### src/rtl/router_sync_controller_pkg.sv
// Shared types and default sizes for the router sync controller.
package router_ctrl_pkg;

  localparam int TILE_W_DEF    = 8;
  localparam int ROW_COUNT_DEF = 4;
  localparam int TIMEOUT_W_DEF = 12;

  typedef enum logic [2:0] {
    IDLE,
    CLEAR,
    SYNC,
    STREAM,
    NEXT,
    DONE
  } sync_state_e;

endpackage

### src/rtl/router_sync_controller_done_latch.sv
// Sticky completion flag for one router; clear wins over set.
module done_latch (
  input  logic clk_i,
  input  logic rst_ni,
  input  logic set_i,
  input  logic clear_i,
  output logic flag_o
);

  logic flag_q, flag_d;

  always_comb begin
    flag_d = flag_q;
    if (clear_i) begin
      flag_d = 1'b0;
    end else if (set_i) begin
      flag_d = 1'b1;
    end
  end

  always_ff @(posedge clk_i or negedge rst_ni) begin
    if (!rst_ni) begin
      flag_q <= 1'b0;
    end else begin
      flag_q <= flag_d;
    end
  end

  assign flag_o = flag_q;

endmodule

### src/rtl/router_sync_controller.sv
// Sequences tiles across the input and weight routers and pops both in lockstep.
// Define ROUTER_SYNC_WATCHDOG_EN to add the SYNC-state watchdog and sticky o_error.
module router_sync_controller
  import router_ctrl_pkg::*;
#(
  parameter int TILE_W    = TILE_W_DEF,
  parameter int ROW_COUNT = ROW_COUNT_DEF,
  parameter int TIMEOUT_W = TIMEOUT_W_DEF
) (
  input  logic                 i_clk,
  input  logic                 i_nrst,
  input  logic                 i_start,
  input  logic                 i_reg_clear,
  input  logic [TILE_W-1:0]    i_tile_count,
  input  logic                 i_ir_ready,
  input  logic                 i_wr_ready,
  input  logic                 i_ir_route_done,
  input  logic                 i_wr_route_done,
  input  logic                 i_ir_rerouting,
  input  logic                 i_array_ready,
  output logic                 o_ir_en,
  output logic                 o_wr_en,
  output logic                 o_reg_clear,
  output logic                 o_data_out_en,
  output logic [ROW_COUNT-1:0] o_row_mask,
  output logic [TILE_W-1:0]    o_tile_idx,
  output logic                 o_busy,
  output logic                 o_done,
  output logic                 o_error
);

  sync_state_e       state_q, state_d;
  logic [TILE_W-1:0] count_q, count_d;
  logic [TILE_W-1:0] tile_q, tile_d;
  logic              ir_done, wr_done;
  logic              routing, router_ok, all_ready, wd_fire;

  assign routing   = (state_q == SYNC) || (state_q == STREAM);
  assign router_ok = i_ir_ready & i_wr_ready & ~i_ir_rerouting;
  assign all_ready = router_ok & i_array_ready;

  done_latch u_ir_done (
    .clk_i  (i_clk),
    .rst_ni (i_nrst),
    .set_i  (i_ir_route_done & routing),
    .clear_i(state_q == CLEAR),
    .flag_o (ir_done)
  );

  done_latch u_wr_done (
    .clk_i  (i_clk),
    .rst_ni (i_nrst),
    .set_i  (i_wr_route_done & routing),
    .clear_i(state_q == CLEAR),
    .flag_o (wr_done)
  );

`ifdef ROUTER_SYNC_WATCHDOG_EN
  logic [TIMEOUT_W-1:0] wd_q, wd_d;
  logic                 err_q, err_d;

  // Counter restarts every time SYNC is entered; it never wraps because firing leaves SYNC.
  assign wd_d    = (state_q == SYNC) ? wd_q + TIMEOUT_W'(1) : '0;
  assign wd_fire = (state_q == SYNC) && (wd_q == '1);

  always_comb begin
    err_d = err_q;
    if (!i_reg_clear) begin
      if (wd_fire) begin
        err_d = 1'b1;
      end else if ((state_q == IDLE) && i_start) begin
        err_d = 1'b0;
      end
    end
  end

  always_ff @(posedge i_clk or negedge i_nrst) begin
    if (!i_nrst) begin
      wd_q  <= '0;
      err_q <= 1'b0;
    end else begin
      wd_q  <= wd_d;
      err_q <= err_d;
    end
  end

  assign o_error = err_q;
`else
  localparam int unused_timeout_w = TIMEOUT_W;
  assign wd_fire = 1'b0;
  assign o_error = 1'b0;
`endif

  always_ff @(posedge i_clk or negedge i_nrst) begin
    if (!i_nrst) begin
      state_q <= IDLE;
      count_q <= '0;
      tile_q  <= '0;
    end else begin
      state_q <= state_d;
      count_q <= count_d;
      tile_q  <= tile_d;
    end
  end

  // Abort and watchdog override every normal transition, including a start in IDLE.
  always_comb begin
    state_d = state_q;
    count_d = count_q;
    tile_d  = tile_q;
    if (i_reg_clear || wd_fire) begin
      state_d = IDLE;
    end else begin
      unique case (state_q)
        IDLE: begin
          if (i_start) begin
            count_d = i_tile_count;
            tile_d  = '0;
            state_d = (i_tile_count == '0) ? DONE : CLEAR;
          end
        end
        CLEAR:  state_d = SYNC;
        SYNC:   if (all_ready) state_d = STREAM;
        STREAM: begin
          if (ir_done && wr_done) begin
            state_d = NEXT;
          end else if (!router_ok) begin
            state_d = SYNC;
          end
        end
        NEXT: begin
          if (tile_q == count_q - TILE_W'(1)) begin
            state_d = DONE;
          end else begin
            tile_d  = tile_q + TILE_W'(1);
            state_d = CLEAR;
          end
        end
        DONE:    state_d = IDLE;
        default: state_d = IDLE;
      endcase
    end
  end

  always_comb begin
    o_reg_clear   = (state_q == CLEAR) | i_reg_clear | wd_fire;
    o_ir_en       = routing;
    o_wr_en       = routing;
    o_data_out_en = (state_q == STREAM) & all_ready;
    o_busy        = (state_q != IDLE);
    o_done        = (state_q == DONE);
  end

  assign o_row_mask = {ROW_COUNT{o_data_out_en}};
  assign o_tile_idx = tile_q;

endmodule
### config.mk
export PLATFORM = sky130hd
export DESIGN_NAME = router_sync_controller
export DESIGN_NICKNAME = d
export VERILOG_FILES = /design/src/rtl/router_sync_controller_pkg.sv /design/src/rtl/router_sync_controller_done_latch.sv /design/src/rtl/router_sync_controller.sv
export SDC_FILE = /design/constraint.sdc
export NUM_CORES = 1
export LEC_CHECK = 0
export CAP_MARGIN = 20
export CORE_ASPECT_RATIO = 0.8
export CORE_UTILIZATION = 45
export DETAILED_ROUTE_END_ITERATION = 16
export PLACE_DENSITY = 0.75
export SETUP_SLACK_MARGIN = 0.1
export SKIP_CTS_REPAIR_TIMING = 1
export SLEW_MARGIN = 40
export SYNTH_ARGS = -nofsm -noshare
export SYNTH_HDL_FRONTEND = slang
export SYNTH_HIERARCHICAL = 1
export SYNTH_SLANG_ARGS = --single-unit
### constraint.sdc
create_clock -name i_clk -period 6.75 [get_ports i_clk]
set_clock_uncertainty 0.15 [all_clocks]
set_input_delay 0.675 -clock i_clk [delete_from_list [all_inputs] [get_ports i_clk]]
set_output_delay 0.675 -clock i_clk [all_outputs]
set_load 0.01 [all_outputs]
Word-level counts from Yosys, hierarchy flattened
Index checks and enable logic that the tools add are counted.
{ "op_classes": {"n_eq_ne": 11, "bitwise": 9, "n_reduce_logical": 11, "add_sub_neg": 2, "muxes": 15} }
{ "ops": {"columns": ["cell", "count"], "rows": [
  ["$mux 3", 7],
  ["$mux 8", 2],
  ["$pmux 8 s2", 1],
  ["$pmux 3 s5", 1],
  ["$add 8x1->8 const B", 1],
  ["$eq 8x8->1", 1],
  ["$logic_not 8->1", 1],
  ["$sub 8x1->8 const B", 1],
  ["$and 1x1->1", 6],
  ["$eq 3x2->1 const B", 2],
  ["$eq 3x3->1 const B", 2],
  ["$ne 3x3->1 const B", 2],
  ["$reduce_and 3->1", 2],
  ["$reduce_bool 2->1", 3],
  ["$mux 1", 4],
  ["$ne 2x2->1 const B", 2],
  ["$ne 4x3->1 const B", 1],
  ["$reduce_and 4->1", 1],
  ["$eq 3x1->1 const B", 1],
  ["$logic_not 3->1", 1],
  ["$reduce_bool 3->1", 1],
  ["$not 1->1", 2],
  ["$logic_and 1x1->1", 1],
  ["$logic_or 1x1->1", 1],
  ["$or 1x1->1", 1]
]} }
{ "word_totals": {"out_inout_bits": 19, "register_bits": 21, "inputBits": 18} }

Depth between registers and ports, before layout
Gate-level depths: netlist of the first run.
{ "logic_depth": {"word_depth": 6, "ltp_mapped": 9, "ltp_nobuf": 8} }

Cells and area by module
The synthesis of the first run kept the hierarchy.
{ "modules_own_cells": {"columns": ["module", "cells_each", "n_inst", "area_per_inst_um2"], "rows": [
  ["router_sync_controller", 158, 1, 1328.8],
  ["done_latch", 2, 2, 35.0]
]} }

Worst setup path before layout of the first run
Ideal clock, no wire load.
{ "synth_timing": {"path_kind": "register to register", "from": "register count_q[0]", "to": "register tile_q[0] (netlist: o_tile_idx[0])", "arrival_ns": 2.284, "stages_incl_launch_ff": 8, "setup_ns": 0.128, "slack_ns": 4.188, "path_cell_list": "dfrtp_1 -> buf_6 -> or4_4 -> or3_1 -> a2111oi_2 -> o21ai_2 -> nand2_2 -> mux2_1"} }
{ "synth_between": {"elab_chain_len": 4} }
{ "synth_rtl": {"columns": ["element", "line_no", "source"], "rows": [
  ["start: declaration", "router_sync_controller.sv:33", "logic [TILE_W-1:0] count_q, count_d;"],
  ["start signal: assignment", "router_sync_controller.sv:101", "count_q <= count_d;"],
  ["$sub 8x1->8", "router_sync_controller.sv:132", "if (tile_q == count_q - TILE_W'(1)) begin"],
  ["$eq 8x8->1", "router_sync_controller.sv:132", null],
  ["$ne 2x2->1 (no line)", null, null],
  ["$reduce_and 4->1 (no line)", null, null],
  ["end signal: assignment", "router_sync_controller.sv:102", "tile_q <= tile_d;"],
  ["end: declaration", "router_sync_controller.sv:34", "logic [TILE_W-1:0] tile_q, tile_d;"]
]} }
No other way between the ends.
A chain may end at the register's enable or synchronous reset.

Worst setup path after layout of the first run
{ "layout_timing": {"from": "input i_ir_ready", "to": "output o_data_out_en"} }
{ "layout_between": {"elab_chain_len": 4} }
{ "layout_rtl": {"columns": ["element", "line_no", "source"], "rows": [
  ["start: declaration", "router_sync_controller.sv:15", "input logic i_ir_ready,"],
  ["$and 1x1->1 (2 in a row)", "router_sync_controller.sv:39", "assign router_ok = i_ir_ready & i_wr_ready & ~i_ir_rerouting;"],
  ["$and 1x1->1", "router_sync_controller.sv:40", "assign all_ready = router_ok & i_array_ready;"],
  ["$and 1x1->1", "router_sync_controller.sv:149", "o_data_out_en = (state_q == STREAM) & all_ready;"],
  ["end: declaration", "router_sync_controller.sv:24", "output logic o_data_out_en,"]
]} }
No other way between the ends.

==> results.md, run 1 <==
- Area share of the largest cell type after synthesis: between 30% and 40%
- Core Util, Final: ~62%
- First DRT Iteration DRCs: 73
- Syn nets: 182
- Placer Congestion: about 0.85
- Vias: 1241
- YS warnings: 6
- WP data arrival: approximately 2300 ps
- First-pass GRT wire length: roughly 5500 µm
- Sequential Power Share: between 40% and 50%
- Worst r2r src: count_q[0]$_DFFE_PN0P_
- Avg Vias per Cell: 5.443
- I/O pins: 37
- Critical Path RT: 5920 ps
- CTS sink cnt: 21
- Final period utilization: 45.89%
- Nets: 211
- Main synth FF type: dfrtp_1
- Worst slew pin tran: just under 600 ps
- Clock tree buffer depth: 2
- Setup violations, final: 0
- LEAKAGE: roughly 0.81 nW
- Ant. Diodes: 0
- HPWL after DPL: 2556 µm
- Number of fillers in the final layout: roughly 260
- RSZ-0062 raised after global routing: no
- Layout Area Growth over Synthesis: 26.21%
- Crit. End Element: primary output
- Die Wd: approximately 64 µm
- Fin area: approximately 1800 µm²
- Synth area leader: dfrtp_1
- Layout Cells excl Fill: 228
- CP Launch Point: i_ir_ready
- Crit path to: o_data_out_en
- Clock-pin slew on the worst setup and hold paths: roughly 80 ps
- Power per cell area: roughly 190 nW/µm²
- Port Buffer Count: 35
- Number of synthesized register bits: 21
- Area of the core: between 2000 and 3000 µm²
- Switching part of the total power: a little under a third
- Max Fanout on Critical Path: 5
- Slew Limit Fails: 0
- R2r worst-path depth: 6
- Most common cell in the netlist: nand2_1
- Starting Density: a little under 50%
- TNS Setup: 0 ps
- Avg WL per Cell: approximately 15 µm
- Clock power frac: around a quarter
- Ys async rst share: 100.0%
- Sequential-to-total area share from yosys stat: a little under two fifths
- Peak supply drop: about 0.11 mV
- Outcome: completed
- CP Class: primary input to primary output
- Grt ovf: 0
- Routed wire length: 3345 µm
- Tightest Hold Check Type: primary input to asynchronous set/reset pin
- R2R Setup Slk: slightly above 4000 ps
- Layout cells sized above 1: approximately 7.4%
- Gr usage total: 22.16%
- Die height: slightly above 50 µm
- NetSw: between 0.0001 and 0.00015 W
- Startpoint types: primary input
- Drt first pass iters: 4
- Synthesized area: about 1400 µm²
- Comb pwr share: between 20% and 30%
- Largest net degree at the start of global routing: 22
- DRC viols: 0
- R2R Path End: o_tile_idx[1]$_DFFE_PN0P_
- Post-synthesis cell count: around 160
- H-tree depth: 1
- Max Clock Freq: approximately 320 MHz
- Hold Violations, Final: 0
- CTS tree: done
- Distinct cells, synth: 40
- Placed Instances: 224
- Max-cap violations: 0
- Int Pwr: approximately 0.00023 W
- Total die area: roughly 3300 µm²
- Initial antenna violation count: 0
- Top cells by count, synth: nand2_1 (31), dfrtp_1 (21), nor2_1 (10)
- Clock root cell: clkbuf_8
- Num CTS Buffers: 3
- Cell Rows: 17
- Largest cells by area after synthesis: dfrtp_1 (38%), nand2_1 (8.3%), xnor2_1 (4.4%), buf_4 (3.2%), nand4_1 (3.1%)
- Post-synth EDFFs: 0
- Detail Route Antenna Nets: 0
- Vias in the first global route: between 1000 and 1500
- Syn_area_per_cell: about 8.6 µm²
- Hold_ws: around 210 ps
- Skew-Pair Late Insertion Delay: roughly 260 ps
- Rel. slew slack: between 60% and 70%
- Minimum clock period: 3098 ps
- Cell area after placement: around 1700 µm²
-- power groups by stage --
stage,Combinational (W),Sequential (W),Clock (W)
2_1_floorplan,0.0000666,0.000152,0
3_3_place_gp,0.0000858,0.000158,0
3_5_place_dp,0.0000891,0.000159,0
4_1_cts,0.0000897,0.000156,0.0000836
5_1_grt,0.0000989,0.000159,0.0000903
6_report,0.0000900,0.000157,0.0000821
-- stage by stage --
| step | total power, W | worst slack, ps |
|---|---|---|
| floorplan | 0.0002187 | 4188 |
| global placement | 0.0002438 | 3749 |
| detailed placement | 0.0002479 | 3630 |
| CTS | 0.0003298 | 3646 |
| global route | 0.0003485 | 3545 |
| finish | 0.0003291 | 3652 |
-- worst min-delay path by stage --
| stage | end | slack [ps] | start | cells past startpoint |
|---|---|---|---|---|
| 5_1_grt | o_tile_idx[3]$_DFFE_PN0P_ | 250 | i_nrst | 1 |
| 6_report | o_tile_idx[3]$_DFFE_PN0P_ | 210 | i_nrst | 1 |
| 3_3_place_gp | count_q[7]$_DFFE_PN0P_ | 340 | count_q[7]$_DFFE_PN0P_ | 2 |
| 3_5_place_dp | u_ir_done/flag_o$_DFFE_PN0P_ | 360 | u_ir_done/flag_o$_DFFE_PN0P_ | 1 |
| 4_1_cts | o_tile_idx[3]$_DFFE_PN0P_ | 230 | i_nrst | 1 |
| 2_1_floorplan | count_q[0]$_DFFE_PN0P_ | 230 | i_nrst | 0 |
-- per-layer routing --
| layer | track usage, % | wire length, µm | vias up |
|---|---|---|---|
| met5 | 0 | 0 | - |
| met4 | 3.333 | 12 | 0 |
| met3 | 4.825 | 160 | 2 |
| met2 | 38.60 | 1627 | 39 |
| met1 | 28.87 | 1545 | 583 |
| li1 | - | - | 617 |
-- cells in the final DEF, fill, tap and decap left out, types with 3 or more instances in the layout --
| cell | n |
|---|---|
| and2_1 | 4 |
| nand2b_1 | 4 |
| clkbuf_8 | 3 |
| and3_1 | 6 |
| nand4_1 | 7 |
| nor2_1 | 10 |
| nand2_1 | 31 |
| nor4_1 | 3 |
| clkdlybuf4s50_1 | 34 |
| dfrtp_1 | 21 |
| xnor2_1 | 7 |
| nor3_1 | 4 |
| mux2i_1 | 4 |
| nand3_1 | 4 |
| a21oi_1 | 5 |
| o21ai_0 | 7 |
| or3_1 | 3 |
| inv_1 | 4 |
-- flip-flops by register name, summed over array words and instances (netlist names) --
| signal | cells |
|---|---|
| count_q | 8 |
| o_tile_idx | 8 |
| state_q | 3 |
| u_ir_done/flag_o | 1 |
| u_wr_done/flag_o | 1 |
-- critical path, cell delays in order --
cell	delay, ps
clkdlybuf4s50_1	460
nand2_1	50
nor2_1	120
nand2_1	100
nor2_1	260
clkdlybuf4s50_1	610
-- layout make-up --
class | count | area, µm² | area share [%]
Clock buffer | 4 | 45.04 | 2.551
Inverter | 4 | 15.01 | 0.8505
Multi-Input combinational cell | 126 | 787.0 | 44.58
Sequential cell | 21 | 525.5 | 29.77
Tap cell | 38 | 47.55 | 2.693
Timing Repair Buffer | 35 | 345.3 | 19.56
-- cells by family after synthesis --
group / count (synthesis) / share of synthesized area [%]
XOR/XNOR: 10 / 7.514
AO/OA/AOI/OAI: 21 / 10.29
adder cells (fa/ha/maj): 2 / 1.789
multiplexers: 6 / 4.472
buffers and inverters: 15 / 6.171
other: 1 / 0.2681
flip-flops: 21 / 37.57
AND/OR/NAND/NOR: 86 / 31.93
Power figures use the tool's default switching activity.
==> inputs of run 2 (changes only) <==
--- a/config.mk
+++ b/config.mk
@@ -7,7 +7,7 @@
 export LEC_CHECK = 0
 export CAP_MARGIN = 20
 export CORE_ASPECT_RATIO = 0.8
-export CORE_UTILIZATION = 45
+export CORE_UTILIZATION = 43
 export DETAILED_ROUTE_END_ITERATION = 16
 export PLACE_DENSITY = 0.75
 export SETUP_SLACK_MARGIN = 0.1
==> constraint.sdc (replaced) <==
create_clock -name i_clk -period 2.68 [get_ports i_clk]
set_clock_uncertainty 0.15 [all_clocks]
set_input_delay 0.268 -clock i_clk [delete_from_list [all_inputs] [get_ports i_clk]]
set_output_delay 0.268 -clock i_clk [all_outputs]
set_load 0.01 [all_outputs]
==> results.md, run 2 (synthesized netlist as in run 1, its figures left out) <==
- Avg Vias per Cell: 5.519 (+1.4%)
- Final period utilization: 92.64%
- Switching part of the total power: 31.68% (+0.72 points)
- Critical Path RT: 2680 ps (-3240 ps)
- Minimum clock period: 2483 ps
- CP delay by family, top: simple AND/OR/NAND/NOR gates
- Detail Route Antenna Nets: 0 (unchanged)
- Skew-Pair Late Insertion Delay: 260 ps (about the same)
- Slowest Stage Delay on Critical Path: 540 ps (-70 ps)
- WP data arrival: 2490 ps (+220 ps)
- Most frequent cells in the layout: clkdlybuf4s50_1 (35), nand2_1 (31), dfrtp_1 (21), nor2_1 (9)
- Max-cap violations: 0 (unchanged)
- Slowest cell on crit path: or4_4
- NetSw: 0.0002729 W (+170%)
- Setup violations, final: 0 (unchanged)
- Die height: 53.02 µm (+2.2%)
- Outcome: completed
- Die Wd: 65.77 µm (+2.2%)
- Num CTS Buffers: 3 (unchanged)
- Int Pwr: 0.0005885 W (+160%)
- RSZ-0062 raised after global routing: no
- Grt ovf: 0 (unchanged)
- Gr usage total: 20.21% (-2.0 points)
- Avg WL per Cell: 13.89 µm (-5.3%)
- Cell Rows: 18 (+1)
- Starting Density: 45.34% (-3.7 points)
- Power per cell area: 469.6 nW/µm² (+150%)
- Layout cells sized above 1: 10.77% (+3.4 points)
- I/O pins: 37 (unchanged)
- Tightest Hold Check Type: primary input to asynchronous set/reset pin
- Clock root cell: clkbuf_8
- Clock-pin slew on the worst setup and hold paths: 80 ps (about the same)
- Comb pwr share: 30.5% (+3.1 points)
- DP Worst Slack: 144.8 ps (-3485 ps)
- Most common cell after layout, fill and taps aside: clkdlybuf4s50_1
- CP Class: flip-flop to flip-flop
- Drt first pass iters: 6 (+2)
- Nets: 216 (+2.4%)
- Max Fanout on Critical Path: 5 (unchanged)
- H-tree depth: 1 (unchanged)
- Vias: 1297 (+4.5%)
- DRC viols: 0 (unchanged)
- First DRT Iteration DRCs: 54 (-26%)
- Crit-path cells: or4_4, or3_1, a2111oi_4, o21ai_2, nand2_2, mux2_1
- Startpoint types: flip-flop
- Routed wire length: 3265 µm (-2.4%)
- Crit. End Element: flip-flop
- First-pass GRT wire length: 5202 µm (-5.9%)
- Total die area: 3487 µm² (+4.5%)
- Peak supply drop: 0.2769 mV (+140%)
- Vias in the first global route: 1147 (-1.3%)
- Largest net degree at the start of global routing: 22 (unchanged)
- Port Buffer Count: 35 (unchanged)
- Core Util, Final: 59.45% (-2.5 points)
- Sequential Power Share: 44.5% (-3.2 points)
- Placer Congestion: 0.8680 (+1.6%)
- R2R Setup Slk: 200 ps (-3850 ps)
- Ant. Diodes: 0 (unchanged)
- Slew Limit Fails: 0 (unchanged)
- Area of the core: 3085 µm² (+8.3%)
- Layout Area Growth over Synthesis: 31.13%
- CTS sink cnt: 21 (unchanged)
- Worst slew pin tran: 575.7 ps (-5.634 ps)
- LEAKAGE: 0.8396 nW (+3.2%)
- Setup ws final: 197.3 ps (-3455 ps)
- Clock tree buffer depth: 2 (unchanged)
- Initial antenna violation count: 0 (unchanged)
- Rel. slew slack: 61.52% (+0.38 points)
- CTS tree: done
- Hold Violations, Final: 0 (unchanged)
- Max Clock Freq: between 400 and 500 MHz
- HPWL after DPL: 2460 µm (-3.8%)
- Clock power frac: 24.9% (about the same)
- TNS Setup: 0 ps (unchanged)
- CP bufs+invs: 0 (-2)
==> run 2: layer usage <==
metal / GRT usage, % / vias up / wire (µm)
met4: 6.884 / 0 / 33
li1: - / 634 / -
met2: 32.82 / 36 / 1570
met5: 0 / - / 0
met1: 26.17 / 621 / 1521
met3: 4.957 / 6 / 139
==> run 2: layout make-up <==
class / instances / area (µm²)
clock buffers: 3 / 41.29
clock inverters: 1 / 7.507
fillers: 256 / 1251
inverters: 4 / 15.01
multi-input cells: 126 / 807.0
flip-flops and latches: 21 / 525.5
well taps: 40 / 50.05
repair buffers: 40 / 387.9
==> run 2: path summary, 6_finish.rpt <==
kind	start	endpoint	depth (start not counted)
hold / removal	i_nrst	o_tile_idx[6]$_DFFE_PN0P_	2
setup / recovery	count_q[0]$_DFFE_PN0P_	o_tile_idx[1]$_DFFE_PN0P_	6
max in group asynchronous	i_nrst	u_wr_done/flag_o$_DFFE_PN0P_	2
min in group i_clk	u_wr_done/flag_o$_DFFE_PN0P_	u_wr_done/flag_o$_DFFE_PN0P_	1
hold reg to reg	u_wr_done/flag_o$_DFFE_PN0P_	u_wr_done/flag_o$_DFFE_PN0P_	1
setup reg to reg	count_q[0]$_DFFE_PN0P_	o_tile_idx[1]$_DFFE_PN0P_	6
==> run 2: through the flow <==
stage | hold WS, ps | cells | power, W | instance area, µm²
6_report | 189.6 | 235 | 0.0008614 | 1834
5_1_grt | 220.6 | 235 | 0.0009115 | 1834
3_5_place_dp | 353.4 | 231 | 0.0006407 | 1765
4_1_cts | 205.2 | 235 | 0.0008547 | 1814
3_3_place_gp | 343.1 | 231 | 0.0006286 | 1765
2_1_floorplan | -177.6 | 162 | 0.0005508 | 1399
==> run 2: power by group through the flow <==
stage               combinational, W  sequential, W  clock, W
detailed placement          0.000251       0.000390         0
global placement            0.000242       0.000386         0
floorplan                   0.000168       0.000383         0
global route                0.000287       0.000389  0.000236
CTS                         0.000252       0.000383  0.000219
finish                      0.000263       0.000384  0.000215
==> inputs of run 3 (changes only) <==
--- a/config.mk
+++ b/config.mk
@@ -5,7 +5,6 @@
 export SDC_FILE = /design/constraint.sdc
 export NUM_CORES = 1
 export LEC_CHECK = 0
-export CAP_MARGIN = 20
 export CORE_ASPECT_RATIO = 0.8
 export CORE_UTILIZATION = 43
 export DETAILED_ROUTE_END_ITERATION = 16
==> results of run 3 <==
The final DEF is identical to that of run 2; final timing and power are the same.
